**src/rtl/fifo_tx_pkg.sv**
```systemverilog
// Shared types and header-word layout for the FIFO write-side scheduler.
package fifo_tx_pkg;

  typedef enum logic [1:0] {
    ST_IDLE = 2'd0,
    ST_HDR  = 2'd1,
    ST_DATA = 2'd2
  } tx_state_t;

  localparam int HDR_ID_LSB  = 0;
  localparam int HDR_SEQ_LSB = 8;
  localparam int ID8_W       = 8;
  localparam int SEQ_W       = 8;
  localparam int GRANT_W     = 4;

  // The header flag sits just above the payload, so it tracks the data width.
  function automatic int hdr_flag_pos(input int data_width);
    return data_width;
  endfunction

endpackage

```
**src/rtl/fifo_tx_arbiter_rr_pick.sv**
```systemverilog
// Combinational round-robin picker: first requester strictly after i_last, cyclically.
module rr_pick
  import fifo_tx_pkg::*;
#(
  parameter int NUM_SRC = 4
) (
  input  logic [NUM_SRC-1:0] i_req,
  input  logic [GRANT_W-1:0] i_last,
  output logic [GRANT_W-1:0] o_grant,
  output logic               o_any
);

  // Distance 1..NUM_SRC from i_last; i_last itself ranks last.
  always_comb begin
    int w_dist;
    int w_best;
    w_dist  = 0;
    w_best  = NUM_SRC + 1;
    o_grant = i_last;
    o_any   = 1'b0;
    for (int i = 0; i < NUM_SRC; i++) begin
      w_dist = i - int'(i_last);
      if (w_dist <= 0) w_dist = w_dist + NUM_SRC;
      if (i_req[i] && (w_dist < w_best)) begin
        w_best  = w_dist;
        o_grant = GRANT_W'(i);
        o_any   = 1'b1;
      end
    end
  end

endmodule

```
**src/rtl/fifo_tx_arbiter.sv**
```systemverilog
// Round-robin write scheduler: header word then up to MAX_BURST data words per grant.
module fifo_tx_arbiter
  import fifo_tx_pkg::*;
#(
  parameter int DATA_WIDTH   = 16,
  parameter int NUM_SRC      = 4,
  parameter int MAX_BURST    = 8,
  parameter int IDLE_TIMEOUT = 15
) (
  input  logic                          w_clk,
  input  logic                          rst,
  input  logic [NUM_SRC-1:0]            src_valid,
  input  logic [NUM_SRC*DATA_WIDTH-1:0] src_data,
  input  logic [NUM_SRC-1:0]            src_last,
  output logic [NUM_SRC-1:0]            src_ready,
  output logic                          fifo_w_en,
  output logic [DATA_WIDTH:0]           fifo_w_in,
  input  logic                          fifo_w_full,
  output logic [GRANT_W-1:0]            grant_id,
  output logic                          busy
);

  localparam int FLAG_POS = hdr_flag_pos(DATA_WIDTH);

  tx_state_t            r_state;
  tx_state_t            w_state_nxt;
  logic [GRANT_W-1:0]   r_grant;
  logic [GRANT_W-1:0]   r_last_grant;
  logic [GRANT_W-1:0]   w_pick;
  logic                 w_any;
  logic                 r_busy;
  logic [SEQ_W-1:0]     r_seq [NUM_SRC];
  logic [7:0]           r_wcnt;
  logic [7:0]           r_stall;
  logic                 w_sel_valid;
  logic                 w_sel_last;
  logic [DATA_WIDTH-1:0] w_sel_data;
  logic [SEQ_W-1:0]     w_sel_seq;
  logic [DATA_WIDTH:0]  w_hdr;
  logic                 w_accept;
  logic                 w_hdr_wr;

  rr_pick #(.NUM_SRC(NUM_SRC)) u_pick (
    .i_req   (src_valid),
    .i_last  (r_last_grant),
    .o_grant (w_pick),
    .o_any   (w_any)
  );

  // Granted-source view, selected without a variable-width index.
  always_comb begin
    w_sel_valid = 1'b0;
    w_sel_last  = 1'b0;
    w_sel_data  = '0;
    w_sel_seq   = '0;
    for (int i = 0; i < NUM_SRC; i++) begin
      if (r_grant == GRANT_W'(i)) begin
        w_sel_valid = src_valid[i];
        w_sel_last  = src_last[i];
        w_sel_data  = src_data[i*DATA_WIDTH +: DATA_WIDTH];
        w_sel_seq   = r_seq[i];
      end
    end
  end

  always_comb begin
    w_hdr                           = '0;
    w_hdr[FLAG_POS]                 = 1'b1;
    w_hdr[HDR_SEQ_LSB +: SEQ_W]     = w_sel_seq;
    w_hdr[HDR_ID_LSB +: ID8_W]      = ID8_W'(r_grant);
  end

  always_comb begin
    w_state_nxt = r_state;
    src_ready   = '0;
    fifo_w_en   = 1'b0;
    fifo_w_in   = '0;
    w_accept    = 1'b0;
    w_hdr_wr    = 1'b0;
    case (r_state)
      ST_IDLE: begin
        if (w_any) w_state_nxt = ST_HDR;
      end
      ST_HDR: begin
        fifo_w_en = ~fifo_w_full;
        fifo_w_in = w_hdr;
        w_hdr_wr  = ~fifo_w_full;
        if (!fifo_w_full) w_state_nxt = ST_DATA;
      end
      ST_DATA: begin
        for (int i = 0; i < NUM_SRC; i++) begin
          if (r_grant == GRANT_W'(i)) src_ready[i] = ~fifo_w_full;
        end
        fifo_w_en = w_sel_valid & ~fifo_w_full;
        fifo_w_in = {1'b0, w_sel_data};
        w_accept  = w_sel_valid & ~fifo_w_full;
        if (w_accept && (w_sel_last || (r_wcnt + 8'd1 == 8'(MAX_BURST))))
          w_state_nxt = ST_IDLE;
        else if (!w_sel_valid && (r_stall + 8'd1 == 8'(IDLE_TIMEOUT)))
          w_state_nxt = ST_IDLE;
      end
      default: w_state_nxt = ST_IDLE;
    endcase
  end

  always_ff @(posedge w_clk) begin
    if (rst) begin
      r_state      <= ST_IDLE;
      r_grant      <= '0;
      r_last_grant <= GRANT_W'(NUM_SRC - 1);
      r_busy       <= 1'b0;
      r_wcnt       <= '0;
      r_stall      <= '0;
      for (int i = 0; i < NUM_SRC; i++) r_seq[i] <= '0;
    end else begin
      r_state <= w_state_nxt;
      r_busy  <= (w_state_nxt != ST_IDLE);
      if (r_state == ST_IDLE && w_any) begin
        r_grant      <= w_pick;
        r_last_grant <= w_pick;
      end
      if (w_hdr_wr) begin
        for (int i = 0; i < NUM_SRC; i++) begin
          if (r_grant == GRANT_W'(i)) r_seq[i] <= r_seq[i] + 8'd1;
        end
        r_wcnt  <= '0;
        r_stall <= '0;
      end else if (w_accept) begin
        r_wcnt  <= r_wcnt + 8'd1;
        r_stall <= '0;
      end else if (r_state == ST_DATA && !w_sel_valid) begin
        r_stall <= r_stall + 8'd1;
      end
    end
  end

  assign grant_id = r_grant;
  assign busy     = r_busy;

endmodule

```
**config.mk**
```make
export PLATFORM = sky130hd
export DESIGN_NAME = fifo_tx_arbiter
export DESIGN_NICKNAME = d
export VERILOG_FILES = /design/src/rtl/fifo_tx_pkg.sv /design/src/rtl/fifo_tx_arbiter_rr_pick.sv /design/src/rtl/fifo_tx_arbiter.sv
export SDC_FILE = /design/constraint.sdc
export NUM_CORES = 1
export LEC_CHECK = 0
export CAP_MARGIN = 40
export CORE_AREA = 4 4 143 145
export DETAILED_ROUTE_END_ITERATION = 8
export DIE_AREA = 0 0 147 149
export SLEW_MARGIN = 20
export SYNTH_ARGS = -nofsm -noshare
export SYNTH_HDL_FRONTEND = slang
export SYNTH_SLANG_ARGS = --single-unit
```
**constraint.sdc**
```tcl
create_clock -name w_clk -period 12.6 [get_ports w_clk]
set_input_delay 1.89 -clock w_clk [delete_from_list [all_inputs] [get_ports w_clk]]
set_output_delay 1.89 -clock w_clk [all_outputs]
set_load 0.02 [all_outputs]
```
# After elaboration in Yosys (flattened, before gate mapping)
# Memories as Yosys holds them, arrays and structs flattened.
# Cells that the tools add are included.
totals:
  regBits: 27
  mem_bits_rw: 32
  memories: 1
  input_bits: 75
op_classes:
  order_cmp: 8
  n_bitwise: 6
  addsub: 14
  n_eq_ne: 7
  muxes: 67
  reduce_logical: 15
mem_list:
  columns: ["memory", "depth", "width", "rd", "rd_ports_with_merged_regs", "write_ports", "line_no", "rtl"]
  rows:
  - ["r_seq", 4, 8, 4, 0, 4, "fifo_tx_arbiter.sv:32", "logic [SEQ_W-1:0] r_seq [NUM_SRC];"]
ops:
  columns: ["operator", "n"]
  rows:
  - ["two-way mux 32 bit", 7]
  - ["adder 32 x 4 -> 32 bit (second input constant)", 4]
  - ["less-or-equal comparator 32 x 1 -> 1 bit (second input constant)", 4]
  - ["less-than comparator 32 bit", 3]
  - ["two-way mux 16 bit", 4]
  - ["two-way mux 8 bit", 8]
  - ["adder 8 x 1 -> 8 bit (second input constant)", 6]
  - ["two-way mux 1 bit", 36]
  - ["one-hot mux 17 bit (2 select lines)", 1]
  - ["less-than comparator 32 x 4 -> 1 bit (second input constant)", 1]
  - ["two-way mux 4 bit", 5]
  - ["equality test 8 x 4 -> 1 bit (second input constant)", 2]
  - ["subtractor 1 x 4 -> 5 bit (first input constant)", 2]
  - ["subtractor 2 x 4 -> 5 bit (first input constant)", 2]
  - ["equality test 4 x 2 -> 1 bit (second input constant)", 2]
  - ["logical AND 1 bit", 8]
  - ["two-way mux 2 bit", 4]
  - ["one-hot mux 2 bit (3 select lines)", 1]
  - ["equality test 4 x 1 -> 1 bit (second input constant)", 1]
  - ["zero test 4 bit", 1]
  - ["bitwise OR 1 bit", 4]
  - ["OR reduction 3 bit", 1]
  - ["equality test 2 x 1 -> 1 bit (second input constant)", 1]
  - ["equality test 2 bit (second input constant)", 1]
  - ["other kinds (8)", 8]

# Longest topological paths before layout
# Gate-level depths: netlist (run 1).
logic_depth:
  depth_word: 18
  ltp_mapped: 29
  mapped_depth_nobuf: 27

# By module
# A second synthesis (run 1) with hierarchy kept.
unflattened:
  hier_cells: 596
  hier_area_um2: 5190.0
modules_own_cells:
  columns: ["module", "seq_area_each_um2", "cells_each", "instances", "area_per_inst_um2"]
  rows:
  - ["fifo_tx_arbiter", 1461.4, 437, 1, 3928.8]
  - ["rr_pick", 0.0, 159, 1, 1261.2]

# Least setup slack after synthesis (run 1)
# No wires, ideal clock.
synth_timing:
  path_kind: "input to register"
  from: "input src_valid[0]"
  to: "register r_busy, in the netlist busy"
  required_time_ns: 12.462
  setup_slack_ns: 5.809
  path_stages: 26
  t_arrival_ns: 6.653
  setup_ns: 0.138
  cell_sequence: "inv_1 a21oi_1 nor2b_1 ha_1 nand2b_1 a21oi_1 o21ba_2 a21oi_1 clkbuf_1 mux2i_1 ha_1 nand3_1 nor2_1 o22ai_1 or3b_2 and2_1 clkbuf_1 mux2_2 ha_1 nor2b_1 o211ai_1 a21o_1 nand3_1 o21ai_0 or3_1 o221ai_2"
synth_between:
  elab_chain_len: 14
  elab_cells_between_ends: 27
  cone_classes: "order compare: 3; mux: 15; bitwise: 1; reduce/logical: 8"
synth_rtl:
  columns: ["element", "line_no", "rtl"]
  rows:
  - ["start: declaration", "fifo_tx_arbiter.sv:12", "input logic [NUM_SRC-1:0] src_valid,"]
  - ["logical AND 1 bit", "fifo_tx_arbiter_rr_pick.sv:24", "if (i_req[i] && (w_dist < w_best)) begin"]
  - ["two-way mux 32 bit", "fifo_tx_arbiter_rr_pick.sv:24", null]
  - ["less-than comparator 32 bit", "fifo_tx_arbiter_rr_pick.sv:24", null]
  - ["logical AND 1 bit", "fifo_tx_arbiter_rr_pick.sv:24", null]
  - ["two-way mux 32 bit", "fifo_tx_arbiter_rr_pick.sv:24", null]
  - ["less-than comparator 32 bit", "fifo_tx_arbiter_rr_pick.sv:24", null]
  - ["logical AND 1 bit", "fifo_tx_arbiter_rr_pick.sv:24", null]
  - ["two-way mux 32 bit", "fifo_tx_arbiter_rr_pick.sv:24", null]
  - ["less-than comparator 32 bit", "fifo_tx_arbiter_rr_pick.sv:24", null]
  - ["logical AND 1 bit", "fifo_tx_arbiter_rr_pick.sv:24", null]
  - ["two-way mux 1 bit", "fifo_tx_arbiter_rr_pick.sv:24", null]
  - ["two-way mux 2 bit", "fifo_tx_arbiter.sv:82", "if (w_any) w_state_nxt = ST_HDR;"]
  - ["one-hot mux 2 bit (3 select lines) (*)", "fifo_tx_arbiter.sv:80", "case (r_state)"]
  - ["nonzero test 2 bit (*)", "fifo_tx_arbiter.sv:117", "r_busy <= (w_state_nxt != ST_IDLE);"]
  - ["end signal: assignment", "fifo_tx_arbiter.sv:117", null]
  - ["end: declaration", "fifo_tx_arbiter.sv:31", "logic r_busy;"]
# Every way passes the cells marked *; elsewhere a longest branch is shown, timed or not.
# A chain may end at the register's enable or synchronous reset.

# Final worst setup path (run 1)
# Same ends and word-level chain as after synthesis.

==> results of run 1 <==
## routing by layer
metal / wire length (um) / global-route usage (%) / up-vias
met5: 0 / 0 / -
met3: 907 / 2.34 / 18
li1: - / - / 2241
met1: 6230 / 15.7 / 1998
met4: 247 / 3.31 / 0
met2: 6310 / 22.0 / 133
## worst paths after layout
kind	startpoint	endpoint	slack, ns	cells after the start
setup / recovery	src_valid[0]	busy$_SDFF_PP0_	4.87	24
hold / removal	grant_id[1]$_SDFFE_PP0P_	grant_id[1]$_SDFFE_PP0P_	0.51	2
setup reg to reg	r_last_grant[1]$_SDFFE_PP1P_	busy$_SDFF_PP0_	5.52	25
hold reg to reg	grant_id[1]$_SDFFE_PP0P_	grant_id[1]$_SDFFE_PP0P_	0.51	2
## power breakdown
part | switching, mW | internal [mW] | leakage (nW) | total (mW)
combinational | 0.322 | 0.249 | 1.79 | 0.571
clock | 0.0650 | 0.0910 | 0.0850 | 0.156
sequential | 0.0310 | 0.210 | 0.519 | 0.241
## cell type report
cell class | instances | area, sq um
inverter | 23 | 86.3
sequential | 55 | 1420
tap | 265 | 332
clock buffer | 7 | 164
fill | 2000 | 12800
clock inverter | 1 | 5.00
timing repair buffer | 105 | 1040
multi-input combinational | 475 | 3360
## stage by stage
| stage | setup WS, ns | hold WS (ns) |
|---|---|---|
| floorplan | 5.81 | 0.481 |
| global placement | 4.50 | 0.496 |
| detailed placement | 4.65 | 0.502 |
| CTS | 4.93 | 0.513 |
| global route | 4.21 | 0.531 |
| finish | 4.87 | 0.508 |
## flip-flops by register name (all words and copies together), names as in the netlist
name	flops
r_wcnt	8
grant_id	2
r_seq	32
r_stall	8
r_state	2
busy	1
r_last_grant	2
## cell usage after synthesis, types with 8 or more instances
master and count:
a221oi_1 8, xnor2_1 9, mux4_2 8, nor3b_1 10, nand2b_1 13, a21oi_1 21, o21ai_0 31, inv_1 23
nand3_1 34, and3_1 19, clkbuf_1 18, xor2_1 30, mux2i_1 23, nand2_1 50, edfxtp_1 32, nor2_1 62
dfxtp_1 23, ha_1 52, a222oi_1 9
## worst max-delay path, delay by kind of cell
| kind | cells | cell delay (ns) |
|---|---|---|
| adders and majority gates | 3 | 0.76 |
| and+or+nand+nor | 8 | 1.71 |
| AOI/OAI and AO/OA | 8 | 2.05 |
| muxes | 2 | 0.68 |
| buffers and inverters | 3 | 0.82 |
## cells by family after synthesis
logic type | after synthesis | share of synthesized area [%]
AOI/OAI and AO/OA | 107 | 15.3
xor gates and xnor gates | 39 | 6.97
adders and majority gates | 52 | 13.3
buffers and inverters | 46 | 3.83
DFF | 55 | 29.0
muxes | 34 | 9.06
other | 1 | 0.0765
and+or+nand+nor | 223 | 22.5
==> metrics.cfg, run 1 <==
[global_route]
track_usage_pct=12.5
grt_max_degree=49
antenna_found_initial=0
grt_pass1_wl_um=22600
grt.overflow.total=0
first_global_vias=4436

[logic_synthesis]
yosysUniqueCellTypes=60
synth_edf_count=32
ys.flop_type=edfxtp_1
syn_area_sq_um=4900
synthTopCellsByArea=edfxtp_1 (20%), ha_1 (13%), dfxtp_1 (9.4%)
syn_avg_cell_area_sq_um=8.80
synth.largest_area_cell=edfxtp_1
synth_warnings=0
syn-instance-count=557
synth.yosys.seq_area_share_pct=29.0
synth-seq-cells=55
async_flop_share_pct=0
synth_top_area_share_pct=19.6

[sta]
tightestPinTransition_ns=0.760
rsz0062_at_grt=false
fmax_ghz=0.129
setup_tns_ns=0
max_slew_margin_pct=49.0
slew_violations=0
hold_viol_final=0
period_needed_ns=7.73
setup_viol=0
fin_skew_ns=0.00570
post-route-period-util_pct=61.3

[setup_path]
required_ns=12.82
cp-start-kind=input pin
crit_type=in -> reg
path_cells=clkdlybuf4s50_1, inv_1, a21oi_1, nor2b_1, ha_1, nand2b_1, a21oi_1, o21ba_2, a21oi_1, buf_4, mux2i_1, ha_1, nand3_1, nor2_1, o22ai_1, or3b_2, and2_1, mux2_2, ha_1, nand3_1, a2111oi_0, o21ai_0, or3_1, o221ai_2
crit_arrival_ns=7.95
crit_slowest_cell=clkdlybuf4s50_1
path_max_fanout=11
critPathMaxStageDelay_ns=0.50
end_kind=flip-flop

[clock_tree]
clockRootBuffer=clkbuf_16
cts_resized=0
hold_buffers=0
cts_buffers=5
path_clk_slew_ns=0.07
clock_sinks=55
cts_tree=yes
htree_num_levels=2
postCtsSetupBuffers=0
clk_latency_ns=0.29
cts.path.max_buffers=2

[floorplanning]
die_x_um=147
fp-row-count=51
start_util_pct=25.5
fp.dieArea_sq_um=21900
dieHeight_um=149
ios=102
core_sq_um=19200

[drt]
route.antenna.remaining_nets=0
via_per_inst=4.72
drt_wl_total_um=13700
detail_route.iter0.violations=293
vias=4390
drc=0
wl_per_cell_um=14.7
drtPass1Iterations=6

[final_layout]
nNetsFinal=792
layout_commonest_cell=clkdlybuf4s50_1
final_cell_mix=clkdlybuf4s50_1 (99), nor2_1 (62), ha_1 (52)
fin_area_sq_um=6410
final_util_pct=33.4
drive_gt1_share_pct=5.56
final_cell_count_no_fill=931
diodes=0
syn2layout_area_growth_pct=30.9

[placed_design]
dpl_cell_area_sq_um=6250
routabilityCongestion=0.851
place_hpwl_um=10700
numPortBuffers=99
dp.cells=923

[power_and_ir_drop]
power_density_nw_per_um2=151
ir_worst_vdd_v=0.0000596
fin_total_pwr_uw=969
p_leak_nw=2.39

[job]
cap_violations=0

[min_path]
hold_class=reg -> reg

[status]
status=completed

No activity file was read; power rests on OpenSTA's default activity.
==> inputs of run 2 (changes only) <==
==> constraint.sdc (replaced) <==
create_clock -name w_clk -period 7.8 [get_ports w_clk]
set_input_delay 1.17 -clock w_clk [delete_from_list [all_inputs] [get_ports w_clk]]
set_output_delay 1.17 -clock w_clk [all_outputs]
set_load 0.02 [all_outputs]
==> run 2 against run 1 <==
Against the previous run: via count increased by 3.2%; clock power grew 47%; global-route usage decreased by 0.43 points; largest power group unchanged; highest routed layer is now met5; die area did not move; combinational power increased by 62%; non-clock buffer count did not move; sequential cell count stayed put; worst setup slack lost 4.1 ns; power rose by 59%; hold slack lost 0.0056 ns; routed wire length decreased by 0.26%.
==> metrics.cfg, run 2 (synthesis gave the netlist of run 1 again) <==
[status]
status=completed  ; unchanged

[power_and_ir_drop]
ir_worst_vdd_v=0.000121  ; was 0.0000596 V
fin_total_pwr_mw=1.54  ; was 969 uW
power_density_nw_per_um2=241  ; was 151 nW/um^2
p_leak_nw=2.38  ; was 2.39 nW

[placed_design]
dp.cells=923  ; unchanged
routabilityCongestion=0.782  ; was 0.851
numPortBuffers=99  ; unchanged
dp_slack_ns=0.608  ; was 4.65 ns
dpl_cell_area_sq_um=6250  ; unchanged
place_hpwl_um=10600  ; was 10,700 um

[clock_tree]
htree_num_levels=2  ; unchanged
cts_buffers=5  ; unchanged
clock_sinks=55  ; unchanged
clockRootBuffer=clkbuf_16  ; unchanged
hold_buffers=0  ; unchanged
path_clk_slew_ns=0.07  ; about the same
cts_resized=0  ; unchanged
cts.path.max_buffers=2  ; unchanged
postCtsSetupBuffers=0  ; unchanged
clk_latency_ns=0.30  ; was 0.29 ns
cts_tree=yes  ; unchanged

[global_route]
grt_pass1_wl_um=21900  ; was 22,600 um
antenna_found_initial=1  ; was 0
grt_max_degree=50  ; was 49
track_usage_pct=12.1  ; was 12.5%
first_global_vias=4232  ; was 4,436
grt.overflow.total=0  ; unchanged

[job]
cap_violations=0  ; unchanged

[sta]
fmax_ghz=0.143
slew_violations=0  ; unchanged
fin_skew_ns=0.00578  ; was 0.00570 ns
hold_viol_final=0  ; unchanged
worst_slack_ns=0.813  ; was 4.87 ns
post-route-period-util_pct=89.6
rsz0062_at_grt=false  ; unchanged
setup_tns_ns=0  ; unchanged
max_slew_margin_pct=48.4  ; was 49.0%
setup_viol=0  ; unchanged
period_needed_ns=6.99
tightestPinTransition_ns=0.769  ; was 0.760 ns
hold_ws_ns=0.503  ; was 0.508 ns

[final_layout]
largest_reg_flops=32  ; unchanged
final_cell_count_no_fill=931  ; unchanged
nNetsFinal=792  ; unchanged
syn2layout_area_growth_pct=30.5  ; was 30.9%
drive_gt1_share_pct=5.41  ; was 5.56%
final_cell_mix=clkdlybuf4s50_1 (99), nor2_1 (62), ha_1 (52)  ; unchanged
layout_commonest_cell=clkdlybuf4s50_1  ; unchanged
top_regs=r_seq x32, r_stall x8, r_wcnt x8  ; unchanged
final_util_pct=33.3  ; was 33.4%
largest-register=r_seq  ; unchanged
fin_area_sq_um=6390  ; was 6410 sq um
nFillCells=2008  ; was 2,000
diodes=0  ; unchanged

[drt]
drtPass1Iterations=6  ; unchanged
vias=4530  ; was 4,390
detail_route.iter0.violations=284  ; was 293
drc=0  ; unchanged
via_per_inst=4.87  ; was 4.72
route.antenna.remaining_nets=0  ; unchanged
drt_wl_total_um=13700  ; about the same
wl_per_cell_um=14.7  ; about the same

[setup_path]
crit_type=in -> reg  ; unchanged
crit_slowest_cell=clkdlybuf4s50_1  ; unchanged
cp_common_cell=ha_1
path_cells=clkdlybuf4s50_1, inv_1, nor2_1, inv_1, ha_1, o21ai_0, nand2_1, o21ba_2, a21oi_1, buf_4, mux2i_1, ha_1, nand3_1, nor2_1, o22ai_1, or3b_2, and2_1, mux2_2, ha_1, nand3_1, a2111oi_0, o21ai_0, or3_1, o221ai_2  ; was clkdlybuf4s50_1, inv_1, a21oi_1, nor2b_1, ha_1, nand2b_1, a21oi_1, o21ba_2, a21oi_1, buf_4, mux2i_1, ha_1, nand3_1, nor2_1, o22ai_1, or3b_2, and2_1, mux2_2, ha_1, nand3_1, a2111oi_0, o21ai_0, or3_1, o221ai_2
endpoint=busy$_SDFF_PP0_  ; unchanged
r2r_cells=25  ; unchanged
cp-start-kind=input pin  ; unchanged
r2r_slack_ns=0.86  ; was 5.52 ns
critPathMaxStageDelay_ns=0.50  ; about the same
required_ns=8.02  ; was 12.82 ns
end_kind=flip-flop  ; unchanged
crit_arrival_ns=7.21  ; was 7.95 ns
critPathLaunch=src_valid[0]  ; unchanged
reg2reg_from=r_last_grant[1]$_SDFFE_PP1P_  ; unchanged
path_max_fanout=11  ; unchanged
r2r-end=busy$_SDFF_PP0_  ; unchanged

[floorplanning]
core_sq_um=19200  ; unchanged
ios=102  ; unchanged
fp.dieArea_sq_um=21900  ; unchanged
start_util_pct=25.5  ; unchanged
dieHeight_um=149  ; unchanged
die_x_um=147  ; unchanged
fp-row-count=51  ; unchanged

[min_path]
hold_class=reg -> reg  ; unchanged

## run 2: power breakdown
part           total, mW  internal (mW)  switching (mW)
Sequential         0.384          0.340          0.0446
Clock              0.230          0.128           0.103
Combinational      0.924          0.404           0.520
## run 2: final cells by class
type | count | area [sq um] | share of cell area, %
Timing Repair Buffer | 105 | 1040 | 16.3
Sequential cell | 55 | 1420 | 22.3
Tap cell | 265 | 332 | 5.19
Clock inverter | 1 | 5.00 | 0.0783
Clock buffer | 7 | 143 | 2.23
Multi-Input combinational cell | 475 | 3360 | 52.6
Inverter | 23 | 86.3 | 1.35
## run 2: layer usage
metal  global-route usage [%]  vias up  wire length (um)
met5                        0        -                13
met4                     2.47        2               123
met3                     2.34        9               915
met2                     20.8      134              6360
met1                     15.8     2144              6250
li1                         -     2241                 -
## run 2: worst min path at each step
| stage | startpoint | endpoint | slack (ns) | cells after the start |
|---|---|---|---|---|
| CTS | grant_id[1]$_SDFFE_PP0P_ | grant_id[1]$_SDFFE_PP0P_ | 0.50 | 2 |
| floorplan | r_wcnt[7]$_SDFFE_PP0P_ | r_wcnt[7]$_SDFFE_PP0P_ | 0.48 | 2 |
| global placement | grant_id[1]$_SDFFE_PP0P_ | grant_id[1]$_SDFFE_PP0P_ | 0.49 | 2 |
| global route | grant_id[1]$_SDFFE_PP0P_ | grant_id[1]$_SDFFE_PP0P_ | 0.53 | 2 |
| finish | grant_id[1]$_SDFFE_PP0P_ | grant_id[1]$_SDFFE_PP0P_ | 0.50 | 2 |
| detailed placement | grant_id[1]$_SDFFE_PP0P_ | grant_id[1]$_SDFFE_PP0P_ | 0.49 | 2 |
## run 2: worst max-delay path: cells and delay by family
family                     cells  cell delay, ns
and+or+nand+nor                8            1.77
AOI/OAI and AO/OA              7            1.75
buffers and inverters          4            1.02
adders and majority gates      3            0.87
muxes                          2            0.63
==> inputs of run 3 (changes only) <==
--- a/config.mk
+++ b/config.mk
@@ -5,6 +5,7 @@
 export SDC_FILE = /design/constraint.sdc
 export NUM_CORES = 1
 export LEC_CHECK = 0
+export ABC_CLOCK_PERIOD_IN_PS = 7800
 export CAP_MARGIN = 40
 export CORE_AREA = 4 4 143 145
 export DETAILED_ROUTE_END_ITERATION = 8
==> results of run 3 <==
Final layout, timing and power as in run 2 (identical DEF).
